==> src/rtl/tblink_rpc_invoke_queue_pkg.sv <==
// Shared types and helpers for the TbLink RPC invoke queue.
//   invoke_state_e : invoke FSM states
//   rsp_status_e   : status code returned with every response
//   STATUS_W       : width of the status field
//   timer_w()      : timeout counter width for a given limit
package tblink_rpc_rtl_pkg;

    localparam int STATUS_W = 2;

    typedef enum logic [1:0] {
        IDLE     = 2'd0,
        ISSUE    = 2'd1,
        WAIT_RSP = 2'd2,
        RETURN   = 2'd3
    } invoke_state_e;

    typedef enum logic [STATUS_W-1:0] {
        RSP_OK      = 2'd0,
        RSP_TIMEOUT = 2'd1
    } rsp_status_e;

    // Counter width able to hold 0..timeout, never narrower than 1 bit.
    function automatic int timer_w(input int timeout);
        return (timeout <= 0) ? 1 : $clog2(timeout + 1);
    endfunction

endpackage

==> src/rtl/tblink_rpc_invoke_queue_if.sv <==
// Handshake bundle of the invoke queue.
//   req_* : method-invoke requests from the HVL dispatcher
//   bfm_* : one-at-a-time issue to the pin-level BFM and its response pulse
//   rsp_* : per-call response back to the HVL side
// slave  = view of the invoke queue, master = view of the surrounding logic.
interface tblink_rpc_invoke_queue_if #(
    parameter int METHOD_ID_W = 8,
    parameter int CALL_ID_W   = 8,
    parameter int PARAM_W     = 64,
    parameter int RET_W       = 64
);
    logic                                   req_valid;
    logic                                   req_ready;
    logic [METHOD_ID_W-1:0]                 req_method;
    logic [CALL_ID_W-1:0]                   req_call_id;
    logic [PARAM_W-1:0]                     req_params;
    logic                                   req_blocking;

    logic                                   bfm_valid;
    logic                                   bfm_ready;
    logic [METHOD_ID_W-1:0]                 bfm_method;
    logic [PARAM_W-1:0]                     bfm_params;
    logic                                   bfm_rsp_valid;
    logic [RET_W-1:0]                       bfm_rsp_retval;

    logic                                   rsp_valid;
    logic                                   rsp_ready;
    logic [CALL_ID_W-1:0]                   rsp_call_id;
    logic [RET_W-1:0]                       rsp_retval;
    logic [tblink_rpc_rtl_pkg::STATUS_W-1:0] rsp_status;

    modport slave (
        input  req_valid, req_method, req_call_id, req_params, req_blocking,
        output req_ready,
        output bfm_valid, bfm_method, bfm_params,
        input  bfm_ready, bfm_rsp_valid, bfm_rsp_retval,
        output rsp_valid, rsp_call_id, rsp_retval, rsp_status,
        input  rsp_ready
    );

    modport master (
        output req_valid, req_method, req_call_id, req_params, req_blocking,
        input  req_ready,
        input  bfm_valid, bfm_method, bfm_params,
        output bfm_ready, bfm_rsp_valid, bfm_rsp_retval,
        input  rsp_valid, rsp_call_id, rsp_retval, rsp_status,
        output rsp_ready
    );

endinterface

==> src/rtl/tblink_rpc_invoke_queue_sync_fifo.sv <==
// Synchronous request FIFO (module tblink_rpc_sync_fifo).
//   clock, reset_n : clock and asynchronous active-low reset
//   push, wdata    : write strobe and data (ignored when full)
//   pop, rdata     : read strobe (ignored when empty) and head-of-queue data
//   full, empty    : occupancy flags
//   count          : occupancy, 0..DEPTH
// DEPTH must be a power of two so the pointers wrap naturally.
module tblink_rpc_sync_fifo #(
    parameter int WIDTH = 8,
    parameter int DEPTH = 4
) (
    input  logic                     clock,
    input  logic                     reset_n,
    input  logic                     push,
    input  logic [WIDTH-1:0]         wdata,
    input  logic                     pop,
    output logic [WIDTH-1:0]         rdata,
    output logic                     full,
    output logic                     empty,
    output logic [$clog2(DEPTH):0]   count
);
    localparam int PTR_W = $clog2(DEPTH);
    localparam int CNT_W = PTR_W + 1;

    logic [WIDTH-1:0] mem_r [DEPTH];
    logic [PTR_W-1:0] wr_ptr_r;
    logic [PTR_W-1:0] rd_ptr_r;
    logic [CNT_W-1:0] count_r;
    logic             push_en_s;
    logic             pop_en_s;

    assign full      = (count_r == CNT_W'(DEPTH));
    assign empty     = (count_r == {CNT_W{1'b0}});
    assign count     = count_r;
    assign rdata     = mem_r[rd_ptr_r];
    assign push_en_s = push && !full;
    assign pop_en_s  = pop && !empty;

    // Storage array; contents are only observed when the FIFO is non-empty.
    always_ff @(posedge clock) begin
        if (push_en_s) begin
            mem_r[wr_ptr_r] <= wdata;
        end
    end

    // Pointers and occupancy; push+pop in the same cycle keeps count.
    always_ff @(posedge clock or negedge reset_n) begin
        if (!reset_n) begin
            wr_ptr_r <= {PTR_W{1'b0}};
            rd_ptr_r <= {PTR_W{1'b0}};
            count_r  <= {CNT_W{1'b0}};
        end else begin
            if (push_en_s) begin
                wr_ptr_r <= wr_ptr_r + PTR_W'(1);
            end
            if (pop_en_s) begin
                rd_ptr_r <= rd_ptr_r + PTR_W'(1);
            end
            case ({push_en_s, pop_en_s})
                2'b10:   count_r <= count_r + CNT_W'(1);
                2'b01:   count_r <= count_r - CNT_W'(1);
                default: count_r <= count_r;
            endcase
        end
    end

endmodule

==> src/rtl/tblink_rpc_invoke_queue.sv <==
// TbLink RPC invoke queue: buffers method-invoke requests, issues them one at
// a time to a pin-level BFM and returns one tagged response per call.
//   clock, reset_n : clock and asynchronous active-low reset
//   bus            : request / BFM issue / response handshakes (slave view)
//   count          : request FIFO occupancy
//   busy           : FSM active or requests queued
//   err_stray      : sticky, a BFM response arrived outside WAIT_RSP
// Blocking calls wait for the BFM response (bounded by TIMEOUT cycles, 0 =
// unbounded); non-blocking calls complete on the BFM issue handshake.
module tblink_rpc_invoke_queue #(
    parameter int METHOD_ID_W = 8,
    parameter int CALL_ID_W   = 8,
    parameter int PARAM_W     = 64,
    parameter int RET_W       = 64,
    parameter int DEPTH       = 4,
    parameter int TIMEOUT     = 1024
) (
    input  logic                       clock,
    input  logic                       reset_n,
    tblink_rpc_invoke_queue_if.slave   bus,
    output logic [$clog2(DEPTH):0]     count,
    output logic                       busy,
    output logic                       err_stray
);
    import tblink_rpc_rtl_pkg::*;

    localparam int ENTRY_W = METHOD_ID_W + CALL_ID_W + PARAM_W + 1;
    localparam int TMR_W   = timer_w(TIMEOUT);
    localparam bit TMO_EN  = (TIMEOUT != 0);
    // When TIMEOUT is 0 this value is never compared (TMO_EN is clear).
    localparam logic [TMR_W-1:0] TMR_LAST = TMR_W'(TIMEOUT - 1);

    invoke_state_e          state_r;
    invoke_state_e          state_next_s;

    logic [ENTRY_W-1:0]     fifo_rdata_s;
    logic                   fifo_full_s;
    logic                   fifo_empty_s;
    logic [$clog2(DEPTH):0] fifo_count_s;
    logic                   push_s;
    logic                   pop_s;

    logic [METHOD_ID_W-1:0] hold_method_r;
    logic [CALL_ID_W-1:0]   hold_call_id_r;
    logic [PARAM_W-1:0]     hold_params_r;
    logic                   hold_blocking_r;
    logic [RET_W-1:0]       rsp_retval_r;
    rsp_status_e            rsp_status_r;
    logic [TMR_W-1:0]       timer_r;
    logic                   err_stray_r;

    logic                   bfm_valid_s;
    logic                   rsp_valid_s;
    logic                   timeout_hit_s;

    assign push_s        = bus.req_valid && !fifo_full_s;
    assign timeout_hit_s = TMO_EN && (timer_r == TMR_LAST);

    tblink_rpc_sync_fifo #(
        .WIDTH (ENTRY_W),
        .DEPTH (DEPTH)
    ) u_fifo (
        .clock   (clock),
        .reset_n (reset_n),
        .push    (push_s),
        .wdata   ({bus.req_method, bus.req_call_id, bus.req_params, bus.req_blocking}),
        .pop     (pop_s),
        .rdata   (fifo_rdata_s),
        .full    (fifo_full_s),
        .empty   (fifo_empty_s),
        .count   (fifo_count_s)
    );

    // FSM state register.
    always_ff @(posedge clock or negedge reset_n) begin
        if (!reset_n) begin
            state_r <= IDLE;
        end else begin
            state_r <= state_next_s;
        end
    end

    // FSM next-state logic; a BFM response beats a same-cycle timeout.
    always_comb begin
        state_next_s = state_r;
        case (state_r)
            IDLE: begin
                if (!fifo_empty_s) begin
                    state_next_s = ISSUE;
                end else begin
                    state_next_s = IDLE;
                end
            end
            ISSUE: begin
                if (bus.bfm_ready) begin
                    state_next_s = hold_blocking_r ? WAIT_RSP : RETURN;
                end else begin
                    state_next_s = ISSUE;
                end
            end
            WAIT_RSP: begin
                if (bus.bfm_rsp_valid || timeout_hit_s) begin
                    state_next_s = RETURN;
                end else begin
                    state_next_s = WAIT_RSP;
                end
            end
            RETURN: begin
                if (bus.rsp_ready) begin
                    state_next_s = IDLE;
                end else begin
                    state_next_s = RETURN;
                end
            end
            default: state_next_s = IDLE;
        endcase
    end

    // FSM output decode.
    always_comb begin
        bfm_valid_s = 1'b0;
        rsp_valid_s = 1'b0;
        pop_s       = 1'b0;
        case (state_r)
            IDLE:     pop_s       = !fifo_empty_s;
            ISSUE:    bfm_valid_s = 1'b1;
            WAIT_RSP: bfm_valid_s = 1'b0;
            RETURN:   rsp_valid_s = 1'b1;
            default:  pop_s       = 1'b0;
        endcase
    end

    // Holding register: the popped call stays here until its response is taken.
    always_ff @(posedge clock or negedge reset_n) begin
        if (!reset_n) begin
            hold_method_r   <= {METHOD_ID_W{1'b0}};
            hold_call_id_r  <= {CALL_ID_W{1'b0}};
            hold_params_r   <= {PARAM_W{1'b0}};
            hold_blocking_r <= 1'b0;
        end else if (pop_s) begin
            hold_method_r   <= fifo_rdata_s[ENTRY_W-1 -: METHOD_ID_W];
            hold_call_id_r  <= fifo_rdata_s[PARAM_W+1 +: CALL_ID_W];
            hold_params_r   <= fifo_rdata_s[1 +: PARAM_W];
            hold_blocking_r <= fifo_rdata_s[0];
        end
    end

    // Response payload and wait timer.
    always_ff @(posedge clock or negedge reset_n) begin
        if (!reset_n) begin
            rsp_retval_r <= {RET_W{1'b0}};
            rsp_status_r <= RSP_OK;
            timer_r      <= {TMR_W{1'b0}};
        end else begin
            case (state_r)
                ISSUE: begin
                    if (bus.bfm_ready) begin
                        timer_r <= {TMR_W{1'b0}};
                        if (!hold_blocking_r) begin
                            rsp_retval_r <= {RET_W{1'b0}};
                            rsp_status_r <= RSP_OK;
                        end
                    end
                end
                WAIT_RSP: begin
                    timer_r <= timer_r + TMR_W'(1);
                    if (bus.bfm_rsp_valid) begin
                        rsp_retval_r <= bus.bfm_rsp_retval;
                        rsp_status_r <= RSP_OK;
                    end else if (timeout_hit_s) begin
                        rsp_retval_r <= {RET_W{1'b0}};
                        rsp_status_r <= RSP_TIMEOUT;
                    end
                end
                default: timer_r <= timer_r;
            endcase
        end
    end

    // Sticky flag for BFM responses nobody is waiting for.
    always_ff @(posedge clock or negedge reset_n) begin
        if (!reset_n) begin
            err_stray_r <= 1'b0;
        end else if (bus.bfm_rsp_valid && (state_r != WAIT_RSP)) begin
            err_stray_r <= 1'b1;
        end
    end

    assign bus.req_ready   = !fifo_full_s;
    assign bus.bfm_valid   = bfm_valid_s;
    assign bus.bfm_method  = hold_method_r;
    assign bus.bfm_params  = hold_params_r;
    assign bus.rsp_valid   = rsp_valid_s;
    assign bus.rsp_call_id = hold_call_id_r;
    assign bus.rsp_retval  = rsp_retval_r;
    assign bus.rsp_status  = rsp_status_r;
    assign count           = fifo_count_s;
    assign busy            = (state_r != IDLE) || (fifo_count_s != '0);
    assign err_stray       = err_stray_r;

endmodule

==> src/flat_wrapper.sv <==
// flat-port wrapper written by rule: the top's interface ports become plain ports
module tblink_rpc_invoke_queue_flat import tblink_rpc_rtl_pkg::*;
#(
    parameter int METHOD_ID_W = 8,
    parameter int CALL_ID_W   = 8,
    parameter int PARAM_W     = 64,
    parameter int RET_W       = 64,
    parameter int DEPTH       = 4,
    parameter int TIMEOUT     = 1024
)
  (clock, reset_n, count, busy, err_stray, bus_req_valid, bus_req_method, bus_req_call_id, bus_req_params, bus_req_blocking, bus_req_ready, bus_bfm_valid, bus_bfm_method, bus_bfm_params, bus_bfm_ready, bus_bfm_rsp_valid, bus_bfm_rsp_retval, bus_rsp_valid, bus_rsp_call_id, bus_rsp_retval, bus_rsp_status, bus_rsp_ready);
  tblink_rpc_invoke_queue_if #(.METHOD_ID_W(METHOD_ID_W), .CALL_ID_W(CALL_ID_W), .PARAM_W(PARAM_W), .RET_W(RET_W)) bus_i ();
  input  logic clock;
  input  logic reset_n;
  output logic [$clog2(DEPTH):0] count;
  output logic busy;
  output logic err_stray;
  input wire logic [$bits(bus_i.req_valid)-1:0] bus_req_valid;
  input wire logic [$bits(bus_i.req_method)-1:0] bus_req_method;
  input wire logic [$bits(bus_i.req_call_id)-1:0] bus_req_call_id;
  input wire logic [$bits(bus_i.req_params)-1:0] bus_req_params;
  input wire logic [$bits(bus_i.req_blocking)-1:0] bus_req_blocking;
  output wire logic [$bits(bus_i.req_ready)-1:0] bus_req_ready;
  output wire logic [$bits(bus_i.bfm_valid)-1:0] bus_bfm_valid;
  output wire logic [$bits(bus_i.bfm_method)-1:0] bus_bfm_method;
  output wire logic [$bits(bus_i.bfm_params)-1:0] bus_bfm_params;
  input wire logic [$bits(bus_i.bfm_ready)-1:0] bus_bfm_ready;
  input wire logic [$bits(bus_i.bfm_rsp_valid)-1:0] bus_bfm_rsp_valid;
  input wire logic [$bits(bus_i.bfm_rsp_retval)-1:0] bus_bfm_rsp_retval;
  output wire logic [$bits(bus_i.rsp_valid)-1:0] bus_rsp_valid;
  output wire logic [$bits(bus_i.rsp_call_id)-1:0] bus_rsp_call_id;
  output wire logic [$bits(bus_i.rsp_retval)-1:0] bus_rsp_retval;
  output wire logic [$bits(bus_i.rsp_status)-1:0] bus_rsp_status;
  input wire logic [$bits(bus_i.rsp_ready)-1:0] bus_rsp_ready;
  assign bus_i.req_valid = bus_req_valid;
  assign bus_i.req_method = bus_req_method;
  assign bus_i.req_call_id = bus_req_call_id;
  assign bus_i.req_params = bus_req_params;
  assign bus_i.req_blocking = bus_req_blocking;
  assign bus_req_ready = bus_i.req_ready;
  assign bus_bfm_valid = bus_i.bfm_valid;
  assign bus_bfm_method = bus_i.bfm_method;
  assign bus_bfm_params = bus_i.bfm_params;
  assign bus_i.bfm_ready = bus_bfm_ready;
  assign bus_i.bfm_rsp_valid = bus_bfm_rsp_valid;
  assign bus_i.bfm_rsp_retval = bus_bfm_rsp_retval;
  assign bus_rsp_valid = bus_i.rsp_valid;
  assign bus_rsp_call_id = bus_i.rsp_call_id;
  assign bus_rsp_retval = bus_i.rsp_retval;
  assign bus_rsp_status = bus_i.rsp_status;
  assign bus_i.rsp_ready = bus_rsp_ready;
  tblink_rpc_invoke_queue #(.METHOD_ID_W(METHOD_ID_W), .CALL_ID_W(CALL_ID_W), .PARAM_W(PARAM_W), .RET_W(RET_W), .DEPTH(DEPTH), .TIMEOUT(TIMEOUT)) u_core (.clock(clock), .reset_n(reset_n), .bus(bus_i), .count(count), .busy(busy), .err_stray(err_stray));
endmodule
==> config.mk <==
export PLATFORM = sky130hd
export DESIGN_NAME = tblink_rpc_invoke_queue_flat
export DESIGN_NICKNAME = d
export VERILOG_FILES = /design/src/rtl/tblink_rpc_invoke_queue_pkg.sv /design/src/rtl/tblink_rpc_invoke_queue_if.sv /design/src/rtl/tblink_rpc_invoke_queue_sync_fifo.sv /design/src/rtl/tblink_rpc_invoke_queue.sv /design/src/flat_wrapper.sv
export SDC_FILE = /design/constraint.sdc
export NUM_CORES = 1
export LEC_CHECK = 0
export BUFFER_PORTS_ARGS = -buffer_cell sky130_fd_sc_hd__buf_2
export CAP_MARGIN = 30
export CORE_ASPECT_RATIO = 1.25
export CORE_UTILIZATION = 60
export CTS_CLUSTER_DIAMETER = 150
export DETAILED_ROUTE_END_ITERATION = 8
export GPL_TIMING_DRIVEN = 1
export PLACE_DENSITY = 0.9
export SETUP_SLACK_MARGIN = 0.02
export SYNTH_ARGS = -nofsm -noshare
export SYNTH_HDL_FRONTEND = slang
export SYNTH_SLANG_ARGS = --single-unit
==> constraint.sdc <==
create_clock -name clock -period 4.7 [get_ports clock]
set_input_delay 0 -clock clock [delete_from_list [all_inputs] [get_ports clock]]
set_output_delay 0 -clock clock [all_outputs]
set_load 0.02 [all_outputs]
# Word-level counts from Yosys, hierarchy flattened
# Memory sizes are Yosys's and may differ from the RTL's. A register that Yosys moved wholly into a read port is not among the register bits.
# Index checks and enable logic that the tools add are counted.
word_totals:
  register_bits: 87
  latchBits: 0
  ramBits: 324
  romBits: 0
  input_bits: 151
  out_inout_bits: 154
  mem_count: 1
memory_table:
  columns: ["memory", "words", "word_bits", "rd", "rd_clocked_by_memory_dff", "wr", "line_no", "text"]
  rows:
  - ["u_core.u_fifo.mem_r", 4, 81, 1, 1, 1, "tblink_rpc_invoke_queue_sync_fifo.sv:25", "logic [WIDTH-1:0] mem_r [DEPTH];"]
classes:
  addsub: 5
  n_mul: 0
  div: 0
  order_cmp: 0
  n_eq_ne: 11
  shifts: 0
  mux: 24
  bitwise_logic: 0
  n_reduce_logical: 17
op_table:
  columns: ["cell", "n"]
  rows:
  - ["$mux 64", 4]
  - ["$pmux 64 s2", 1]
  - ["$pmux 11 s2", 1]
  - ["$mux 2", 6]
  - ["$add 11x1->11 const B", 1]
  - ["$eq 11x10->1 const B", 1]
  - ["$mux 11", 1]
  - ["$mux 1", 8]
  - ["$pmux 2 s4", 1]
  - ["$eq 2x2->1 const B", 3]
  - ["$ne 2x2->1 const B", 3]
  - ["$pmux 3 s2", 1]
  - ["$reduce_bool 2->1", 3]
  - ["$add 2x1->2 const B", 2]
  - ["$eq 2x1->1 const B", 2]
  - ["$logic_and 1x1->1", 4]
  - ["$pmux 2 s2", 1]
  - ["$reduce_and 4->1", 1]
  - ["$add 3x1->3 const B", 1]
  - ["$eq 3x3->1 const B", 1]
  - ["$logic_not 1->1", 3]
  - ["$logic_not 3->1", 1]
  - ["$ne 3x2->1 const B", 1]
  - ["$reduce_bool 3->1", 1]
  - ["other kinds (4)", 5]

# Longest topological paths before layout
# Gate-level depths: netlist of the first run.
depth:
  ltp_word: 6
  mapped_depth: 11
  depth_no_buf: 10

# Hierarchy
# From an unflattened synthesis of the first run, not the netlist that was laid out.
hier_totals:
  cells_unflattened: 876
  area_unflattened_um2: 18398.9
by_module_without_submodules:
  columns: ["mod", "instances", "cells_each", "area_each_um2", "seq_area_each_um2"]
  rows:
  - ["tblink_rpc_sync_fifo", 1, 460, 12117.9, 9904.5]
  - ["tblink_rpc_invoke_queue", 1, 416, 6281.0, 4003.8]

# Worst setup path after synthesis of the first run
# Ideal clock, no wire load.
synth_path:
  path_type: "reg-to-reg"
  startpoint: "reg u_core.u_fifo.count_r[0], in the netlist u_core.u_fifo.count[0]"
  endpoint: "mem u_core.u_fifo.mem_r[0][0] (netlist bit), enable pin"
  setup_time_ns: 0.449
  arrival_ns: 2.843
  required_time_ns: 4.251
  setup_slack_ns: 1.408
  stages_incl_launch_ff: 4
  path_buffers: 0
  synth_period_minus_slack_ns: 3.292
  path_cell_list: "dfrtp_1 > inv_1 > nand3_1 > and3_1"
synth_between:
  elab_chain_len: 6
synth_rtl:
  columns: ["element", "line_no", "text"]
  rows:
  - ["start: declaration", "tblink_rpc_invoke_queue_sync_fifo.sv:28", "logic [CNT_W-1:0] count_r;"]
  - ["start signal: assignment", "tblink_rpc_invoke_queue_sync_fifo.sv:51", "count_r <= {CNT_W{1'b0}};"]
  - ["start signal: assignment", "tblink_rpc_invoke_queue_sync_fifo.sv:60", "2'b10: count_r <= count_r + CNT_W'(1);"]
  - ["start signal: assignment", "tblink_rpc_invoke_queue_sync_fifo.sv:61", "2'b01: count_r <= count_r - CNT_W'(1);"]
  - ["$eq 3x3->1 *", "tblink_rpc_invoke_queue_sync_fifo.sv:32", "assign full = (count_r == CNT_W'(DEPTH));"]
  - ["$logic_not 1->1 *", null, null]
  - ["named net bus_req_ready", "flat_wrapper.sv:23", "output wire logic [$bits(bus_i.req_ready)-1:0] bus_req_ready;"]
  - ["$logic_and 1x1->1", "tblink_rpc_invoke_queue.sv:56", "assign push_s = bus.req_valid && !fifo_full_s;"]
  - ["$logic_and 1x1->1 *", "tblink_rpc_invoke_queue_sync_fifo.sv:36", "assign push_en_s = push && !full;"]
  - ["$mux 1 *", "tblink_rpc_invoke_queue_sync_fifo.sv:41", "if (push_en_s) begin"]
  - ["$mux 1 (implied by the code) *", "tblink_rpc_invoke_queue_sync_fifo.sv:42", "mem_r[wr_ptr_r] <= wdata;"]
  - ["end: declaration", "tblink_rpc_invoke_queue_sync_fifo.sv:25", null]
# The timed path passes the listed nets; every way through them passes the cells marked *.

# Worst setup path after layout of the first run
layout_path:
  startpoint: "reg u_core.state_r[0]"
  endpoint: "reg u_core.u_fifo.count_r[2], in the netlist u_core.u_fifo.count[2]"
layout_between:
  elab_chain_len: 5
  word_cells_on_any_way: 7
layout_rtl:
  columns: ["element", "line_no", "text"]
  rows:
  - ["start: declaration", "tblink_rpc_invoke_queue.sv:33", "invoke_state_e state_r;"]
  - ["start signal: assignment", "tblink_rpc_invoke_queue.sv:79", "state_r <= state_next_s;"]
  - ["$logic_not 2->1 *", "tblink_rpc_invoke_queue.sv:124", "case (state_r)"]
  - ["$mux 1 *", "tblink_rpc_invoke_queue.sv:124", null]
  - ["$logic_and 1x1->1 *", "tblink_rpc_invoke_queue_sync_fifo.sv:37", "assign pop_en_s = pop && !empty;"]
  - ["$eq 2x1->1 or $eq 2x2->1 (tied branches)", "tblink_rpc_invoke_queue_sync_fifo.sv:59", "case ({push_en_s, pop_en_s})"]
  - ["$pmux 3 s2 or $reduce_bool 2->1 (tied branches)", null, null]
  - ["end signal: assignment", "tblink_rpc_invoke_queue_sync_fifo.sv:60", null]
  - ["end signal: assignment", "tblink_rpc_invoke_queue_sync_fifo.sv:61", null]
  - ["end signal: assignment", "tblink_rpc_invoke_queue_sync_fifo.sv:62", "default: count_r <= count_r;"]
# Mark *: on every way between the ends. The rest lies on a longest branch, timed or not.
# A chain may end at the register's enable or synchronous reset.

==> results by group, run 1 <==
Die
  • Standard-cell rows: 70
  • Die height: 197 µm
  • Starting density of the core: 0.616
  • Core Footprint: 29,500 µm²
  • Width of the die: 158 µm
  • Total I/O pin count: 305
  • Full die area: 31,000 µm²

Clocking
  • CTS H-tree lvls: 2
  • CTS tree: built
  • CTS-repair resized insts: 0
  • Deepest clock path buffer count: 3
  • CTS Buf Count: 45
  • Clock slew seen by the registers of the worst setup and hold paths: 0.07 ns
  • Root buffer cell: clkbuf_16
  • CTS sink count: 491
  • Clk Latency, worst-skew pair: 0.56 ns

Drt
  • Drt wl/cell: 24.9 µm
  • First-pass DRT Iterations: 5
  • Antenna-violating nets left: 0
  • Initial DRC count: 1,099
  • Post-Route WL: 48,100 µm
  • DRC Markers: 0
  • Via density: 5.90
  • Vias: 11,400

Timing
  • Slew headroom: 0.341
  • WHS: -0.0157 ns
  • Post-Route Setup TNS: 0 ns
  • Max Slew Vio Count: 0
  • Fin Clk Skew: 0.0185 ns
  • Fin crit period: 2.58 ns
  • Max Fclk: 0.387 GHz
  • Worst slew pin tran: 0.988 ns
  • RSZ-0062 raised after global routing: no
  • Setup ws final: 2.12 ns
  • Tcrit/Tclk final: 0.549
  • Setup violators final: 0
  • Hold Violations, Final: 8

Logic synthesis
  • Netlist Area Pre-Place: 18,200 µm²
  • Syn. warnings: 0
  • #FFs+latches synth: 491
  • Post-synthesis area per instance: 17.7 µm²
  • Primary FF master, synth: edfxtp_1
  • Mapped Cells: 1,029
  • Share of flip-flops with an asynchronous set or reset: 0.340
  • Sequential element share of the synthesized area: 0.764
  • Distinct cells, synth: 47
  • Synth Net Count: 1,187
  • Number of flops mapped to enable cells by yosys: 324

Finish
  • Most frequent cells in the layout: edfxtp_1, buf_2, nand2_1
  • Commonest non-fill, non-tap cell in the layout: edfxtp_1
  • Layout fillers: 1,434
  • Layout area overhead: 28.0%
  • Final Util: 0.789
  • Fraction of layout cells with a size suffix above 1: 0.326
  • Final nets: 1,650

Power
  • Clock power frac: 0.260
  • Reg power frac: 0.431
  • Worst IR Drop VDD: 492 µV
  • Combinational power share: 0.308
  • Switching Fraction: 0.339
  • Switching pwr: 0.00522 W
  • P_int: 0.0102 W
  • PwrDens: 662 nW/µm²
  • Leak: 9.67 nW

Outcome
  • Failing checks: negative hold slack
  • Status: finished with violations

Worst setup path
  • Critical Path, Cell by Cell: nor2_1, nand2b_4, clkinv_2, ha_1, inv_1, fa_1, xor2_1, nor2_1, xor2_1
  • Worst EP arrival: 3.05 ns
  • Crit path max-delay cell type: dfrtp_1
  • Crit end category: flop
  • CP startpoint kind: flop
  • CP Max Fanout: 37
  • Reg2Reg Depth: 9
  • Critical path class: reg2reg
  • Crit path largest cell delay: 0.48 ns
  • Worst EP required: 5.17 ns

Place
  • Input/output buffers: 303
  • Gpl congestion: 0.774
  • Place WS: 2.15 ns
  • Final HPWL DP: 24,600 µm

Global route
  • Largest net degree at the start of global routing: 117
  • GRT Overall Usage: 0.314
  • Global route overflow: 0
  • Global-route wire length before repair: 69,900 µm
  • Vias in the first global route: 11,900
  • Antenna violations before repair: 4

Min path
  • Hold Crit Class: in2async

Flow run
  • Max-Cap Viols: 0
final cells by class:
cell class | count | area, µm² | area share
well taps | 396 | 495 | 0.0213
clock buffers | 62 | 1330 | 0.0571
clock inverters | 22 | 318 | 0.0137
multi-input cells | 477 | 3970 | 0.170
diodes | 4 | 10.0 | 0.000430
inverters | 8 | 31.3 | 0.00134
flip-flops and latches | 491 | 13900 | 0.598
repair buffers | 469 | 3210 | 0.138
worst max-delay path: cells and delay by family (launching register included):
kind / cells / cell delay, ns
buffers and inverters: 2 / 0.51
XOR/XNOR: 2 / 0.35
flip-flops: 1 / 0.48
AND/OR/NAND/NOR: 3 / 0.47
adder cells (fa/ha/maj): 2 / 0.69
stage by stage:
stage | power [W] | cells | cell area [µm²]
floorplan | 0.00958 | 1029 | 18200
detailed placement | 0.0111 | 1689 | 20100
CTS | 0.0153 | 1924 | 23200
global route | 0.0160 | 1928 | 23300
finish | 0.0154 | 1929 | 23300
global placement | 0.0109 | 1687 | 20000
layer usage:
metal | vias up | wire length [µm] | GRT usage
met4 | 0 | 2270 | 0.141
met3 | 151 | 4360 | 0.0849
met1 | 5753 | 16800 | 0.371
met5 | - | 0 | 0
met2 | 675 | 24600 | 0.535
li1 | 4798 | - | -
power by group through the flow:
stage | sequential [W] | combinational, W | clock (W)
after floorplan | 0.00707 | 0.00251 | 0
after CTS | 0.00659 | 0.00467 | 0.00401
after global routing | 0.00674 | 0.00510 | 0.00419
after global placement | 0.00663 | 0.00424 | 0
final | 0.00665 | 0.00475 | 0.00401
after detailed placement | 0.00664 | 0.00450 | 0
sequential cells by signal (all words and copies together) (netlist names), 2 cells and up:
name,flops
u_core.timer_r,11
u_core.bus.bfm_params,64
u_core.u_fifo.wr_ptr_r,2
u_core.u_fifo.rd_ptr_r,2
u_core.u_fifo.count,3
u_core.state_r,2
u_core.bus.rsp_retval,64
u_core.bus.rsp_call_id,8
u_core.u_fifo.mem_r,324
u_core.bus.bfm_method,8
synth_stat cells (all sizes together) (3+ instances only):
cell | count | area [µm²]
clkbuf | 18 | 97.6
buf | 35 | 218
o21ai | 11 | 55.1
xor2 | 3 | 26.3
ha | 6 | 75.1
nor2 | 4 | 17.5
and2 | 3 | 20.0
inv | 8 | 30.0
a22o | 64 | 566
mux4 | 81 | 1820
a21oi | 8 | 40.0
nand2 | 254 | 953
nand3 | 6 | 35.0
xnor2 | 4 | 35.0
dfrtp | 167 | 4180
nand4 | 3 | 18.8
and3 | 6 | 42.5
edfxtp | 324 | 9730
final timing paths:
path	from	to	slack [ns]
hold / removal	reset_n	u_core.bus.bfm_params[27]$_DFFE_PN0P_	-0.02
setup reg to reg	u_core.state_r[0]$_DFF_PN0_	u_core.u_fifo.count[2]$_DFFE_PN0P_	2.12
hold reg to reg	u_core.bus.bfm_params[24]$_DFFE_PN0P_	u_core.bus.bfm_params[24]$_DFFE_PN0P_	0.47
min in group clock	bus_req_params[47]	u_core.u_fifo.mem_r[1][48]$_DFFE_PP_	0.20
max in group asynchronous	reset_n	u_core.u_fifo.rd_ptr_r[0]$_DFFE_PN0P_	3.64
setup / recovery	u_core.state_r[0]$_DFF_PN0_	u_core.u_fifo.count[2]$_DFFE_PN0P_	2.12
kinds of logic (layout without fill, tap and decap cells):
family                     count (synthesis)  in the layout  synth area share
muxes                                     84             84             0.102
AOI/OAI and AO/OA                         93             93            0.0412
other                                      1              5          0.000206
xor gates and xnor gates                   7              7           0.00337
adders and majority gates                  7              7           0.00523
buffers and inverters                     61            561            0.0190
DFF                                      491            491             0.764
and+or+nand+nor                          285            285            0.0646
what timing repair did:
action	CTS	global route
endpoints found under the hold margin	452	0
buffers inserted	0	0
hold buffers	151	0
Power figures use the tool's default switching activity.
==> inputs of run 2 (changes only) <==
ABC_AREA = 1   (was not set)
CORE_UTILIZATION = 51   (was 60)
PLACE_DENSITY = 0.82   (was 0.9)
clock period = 2.2 ns   (was 4.7 ns; I/O delays follow)
==> results by group, run 2 <==
Clocking
  • CTS sink count: 491 (unchanged)
  • CTS tree: built
  • CTS Buf Count: 46 (+2.2%)
  • Root buffer cell: clkbuf_16
  • Clk Latency, worst-skew pair: 0.57 ns (about the same)
  • Deepest clock path buffer count: 3 (unchanged)
  • Clock slew seen by the registers of the worst setup and hold paths: 0.06 ns (about the same)
  • CTS H-tree lvls: 2 (unchanged)

Die
  • Starting density of the core: 0.518 (-0.0981)
  • Core Footprint: 36,400 µm² (+23%)
  • Total I/O pin count: 305 (unchanged)
  • Width of the die: 174 µm (+10%)
  • Die height: 217 µm (+10%)
  • Standard-cell rows: 78 (+11%)
  • Full die area: 37,800 µm² (+22%)

Global route
  • Global-route wire length before repair: 73,600 µm (+5.3%)
  • Met3 usage: 0.0508 (-0.0340)
  • Vias in the first global route: 14,100 (+19%)
  • Global route overflow: 0 (unchanged)
  • GRT Overall Usage: 0.249 (-0.0640)
  • Grt peak-use layer: met2
  • Grt met2 use: 0.449 (-0.0855)
  • Met1 usage: 0.282 (-0.0888)
  • Largest net degree at the start of global routing: 164 (+40%)
  • Antenna violations before repair: 3 (-1)

Drt
  • First-pass DRT Iterations: 5 (unchanged)
  • Vias: 13,800 (+21%)
  • Drt wl/cell: 18.6 µm (-25%)
  • DRC Markers: 0 (unchanged)
  • Post-Route WL: 46,900 µm (-2.4%)
  • Via density: 5.46 (-7.4%)
  • Initial DRC count: 1,019 (-7.3%)
  • Antenna-violating nets left: 0 (unchanged)

Flow run
  • Max-Cap Viols: 0 (unchanged)

Worst setup path
  • Reg2Reg Depth: 9 (unchanged)
  • Critical path buffers and inverters: 1 (-1)
  • Crit path largest cell delay: 0.56 ns (+0.08 ns)
  • CP startpoint: u_core.timer_r[0]$_DFFE_PN0P_
  • CP Max Fanout: 10 (-73%)
  • Critical Path, Cell by Cell: ha_1, nand2_2, nor2_4, nand3_2, nand2_2, nand2_2, nand2_2, nand2_1, dlygate4sd3_1
  • Critical path class: reg2reg
  • Reg-to-reg endpoint: u_core.bus.rsp_retval[18]$_DFFE_PN0P_
  • Worst EP arrival: 2.48 ns (-0.57 ns)
  • CP most frequent cell: nand2_2
  • R2r setup slk: 0.15 ns (-1.97 ns)
  • CP startpoint kind: flop
  • Worst EP required: 2.63 ns (-2.54 ns)
  • WP depth: 9 (unchanged)
  • Crit path max-delay cell type: dlygate4sd3_1
  • CP top delay family: simple AND/OR/NAND/NOR gates
  • Worst R2R Start: u_core.timer_r[0]$_DFFE_PN0P_
  • Crit end category: flop

Timing
  • Tcrit/Tclk final: 0.933 (+0.384)
  • Slew headroom: 0.370 (+0.0291)
  • Max Fclk: 0.487 GHz (+26%)
  • Max Slew Vio Count: 0 (unchanged)
  • Hold Violations, Final: 0 (-8)
  • Fin crit period: 2.05 ns (-0.528 ns)
  • Fin Clk Skew: 0.0184 ns (-0.0000316 ns)
  • Post-Route Setup TNS: 0 ns (unchanged)
  • Setup violators final: 0 (unchanged)
  • RSZ-0062 raised after global routing: no
  • Worst slew pin tran: 0.945 ns (-0.0436 ns)

Place
  • Final HPWL DP: 25,400 µm (+3.4%)
  • Input/output buffers: 303 (unchanged)
  • Gpl congestion: 0.828 (+7.0%)

Power
  • Design Power: 0.0328 W (+110%)
  • Switching pwr: 0.0123 W (+140%)
  • Leak: 9.75 nW (+0.75%)
  • Reg power frac: 0.414 (-0.017)
  • Worst IR Drop VDD: 991 µV (+100%)
  • PwrDens: 1370 nW/µm² (+110%)
  • P_int: 0.0205 W (+100%)
  • Clock power frac: 0.236 (-0.024)
  • Combinational power share: 0.351 (+0.043)
  • Switching Fraction: 0.375 (+0.0369)

Finish
  • Commonest non-fill, non-tap cell in the layout: nor2_1
  • Most frequent cells in the layout: nor2_1, edfxtp_1, buf_2
  • Layout area overhead: 27.1%
  • Max reg flops: 324 (unchanged)
  • Layout fillers: 2,389 (+67%)
  • Register with the most flip-flops: u_core.u_fifo.mem_r
  • Fraction of layout cells with a size suffix above 1: 0.229 (-0.0975)
  • Final nets: 2,157 (+31%)

Logic synthesis
  • Primary FF master, synth: edfxtp_1
  • Post-synthesis area per instance: 12.1 µm² (-32%)
  • Synth Net Count: 1,719 (+45%)
  • Share of flip-flops with an asynchronous set or reset: 0.340 (unchanged)
  • #FFs+latches synth: 491 (unchanged)
  • Distinct cells, synth: 31 (-34%)
  • Yosys top cell by area: edfxtp_1
  • Post-synth top cells: nor2_1, edfxtp_1, o21ai_0
  • Netlist Area Pre-Place: 18,900 µm² (+3.7%)
  • Count leader, synth: nor2_1
  • Mapped Cells: 1,561 (+52%)
  • Top post-synthesis cells by area: edfxtp_1, dfrtp_1, nor2_1
  • Syn. warnings: 0 (unchanged)
  • Number of flops mapped to enable cells by yosys: 324 (unchanged)
  • Synth top area share: 0.516 (-0.0191)
  • Sequential element share of the synthesized area: 0.737 (-0.0274)

Outcome
  • Status: complete, no violations

Min path
  • Hold Crit Class: in2async
[run 2: cell types whose count changed after synthesis, sizes merged, moves of 3 or more]
cell / before / now
a22o: 64 / 1
a31oi: 2 / 81
and2: 3 / 0
and3: 6 / 1
buf: 35 / 56
clkbuf: 18 / 37
inv: 8 / 34
mux4: 81 / 0
nand2: 254 / 161
nand3: 6 / 76
nor2: 4 / 425
o21ai: 11 / 173
xnor2: 4 / 1
[run 2: layout make-up]
cell class,instances,area (µm²),share of cell area
antenna,3,7.51,0.000313
tap,480,601,0.0250
clock buffer,60,1240,0.0519
multi-input combinational,943,4360,0.182
clock inverter,25,220,0.00918
sequential,491,13900,0.580
timing repair buffer,483,3500,0.146
inverter,34,136,0.00568
[run 2: cells by family after synthesis]
kind of cell / share of synthesized area
compound gates: 0.0755
xor+xnor: 0.00186
fa+ha+maj: 0.00504
buf+inv: 0.0349
flops: 0.737
other cells: 0.000199
simple gates: 0.145
[run 2: worst max path at each step]
stage	endpoint	slack, ns
after floorplan	u_core.u_fifo.mem_r[0][0]$_DFFE_PP_	-0.18
after global placement	u_core.u_fifo.count[2]$_DFFE_PN0P_	0.38
after detailed placement	u_core.u_fifo.count[2]$_DFFE_PN0P_	0.37
after CTS	u_core.bus.rsp_retval[14]$_DFFE_PN0P_	0.15
after global routing	u_core.bus.rsp_retval[18]$_DFFE_PN0P_	0.02
final	u_core.bus.rsp_retval[18]$_DFFE_PN0P_	0.15
[run 2: power groups by stage]
stage                     combinational, W  clock, W  sequential (W)
after floorplan                    0.00636         0          0.0147
after CTS                           0.0114   0.00783          0.0135
after global placement              0.0107         0          0.0135
after global routing                0.0126   0.00821          0.0138
after detailed placement            0.0111         0          0.0137
final                               0.0115   0.00772          0.0136
[run 2: metrics by stage]
| stage | hold WS (ns) | cell area (µm²) | utilization | setup slack (ns) | instances |
|---|---|---|---|---|---|
| 2_1_floorplan | -0.296 | 18900 | - | -0.181 | 1561 |
| 3_3_place_gp | -0.123 | 21000 | 0.576 | 0.380 | 2277 |
| 3_5_place_dp | -0.122 | 21000 | 0.576 | 0.366 | 2277 |
| 4_1_cts | 0.0349 | 24000 | 0.658 | 0.149 | 2515 |
| 5_1_grt | 0.0501 | 24000 | 0.659 | 0.0222 | 2519 |
| 6_report | 0.0347 | 24000 | 0.659 | 0.147 | 2519 |
[run 2: metal layers]
| metal | part of all wire | vias to the layer above |
|---|---|---|
| met5 | 0 | - |
| met4 | 0.040 | 0 |
| met3 | 0.080 | 126 |
| met2 | 0.52 | 671 |
| met1 | 0.36 | 6680 |
| li1 | - | 6275 |
[run 2: worst min-delay path: cells and delay by family]
kind	cells	cell delay [ns]
buf+inv	3	0.99
[run 2: what timing repair did]
item | in CTS | in global routing
hold buffers | 153 | 0
resized for setup | 0 | 2
setup endpoints to repair | 0 | 1
setup buffers | 0 | 0
hold endpoints to repair | 575 | 0
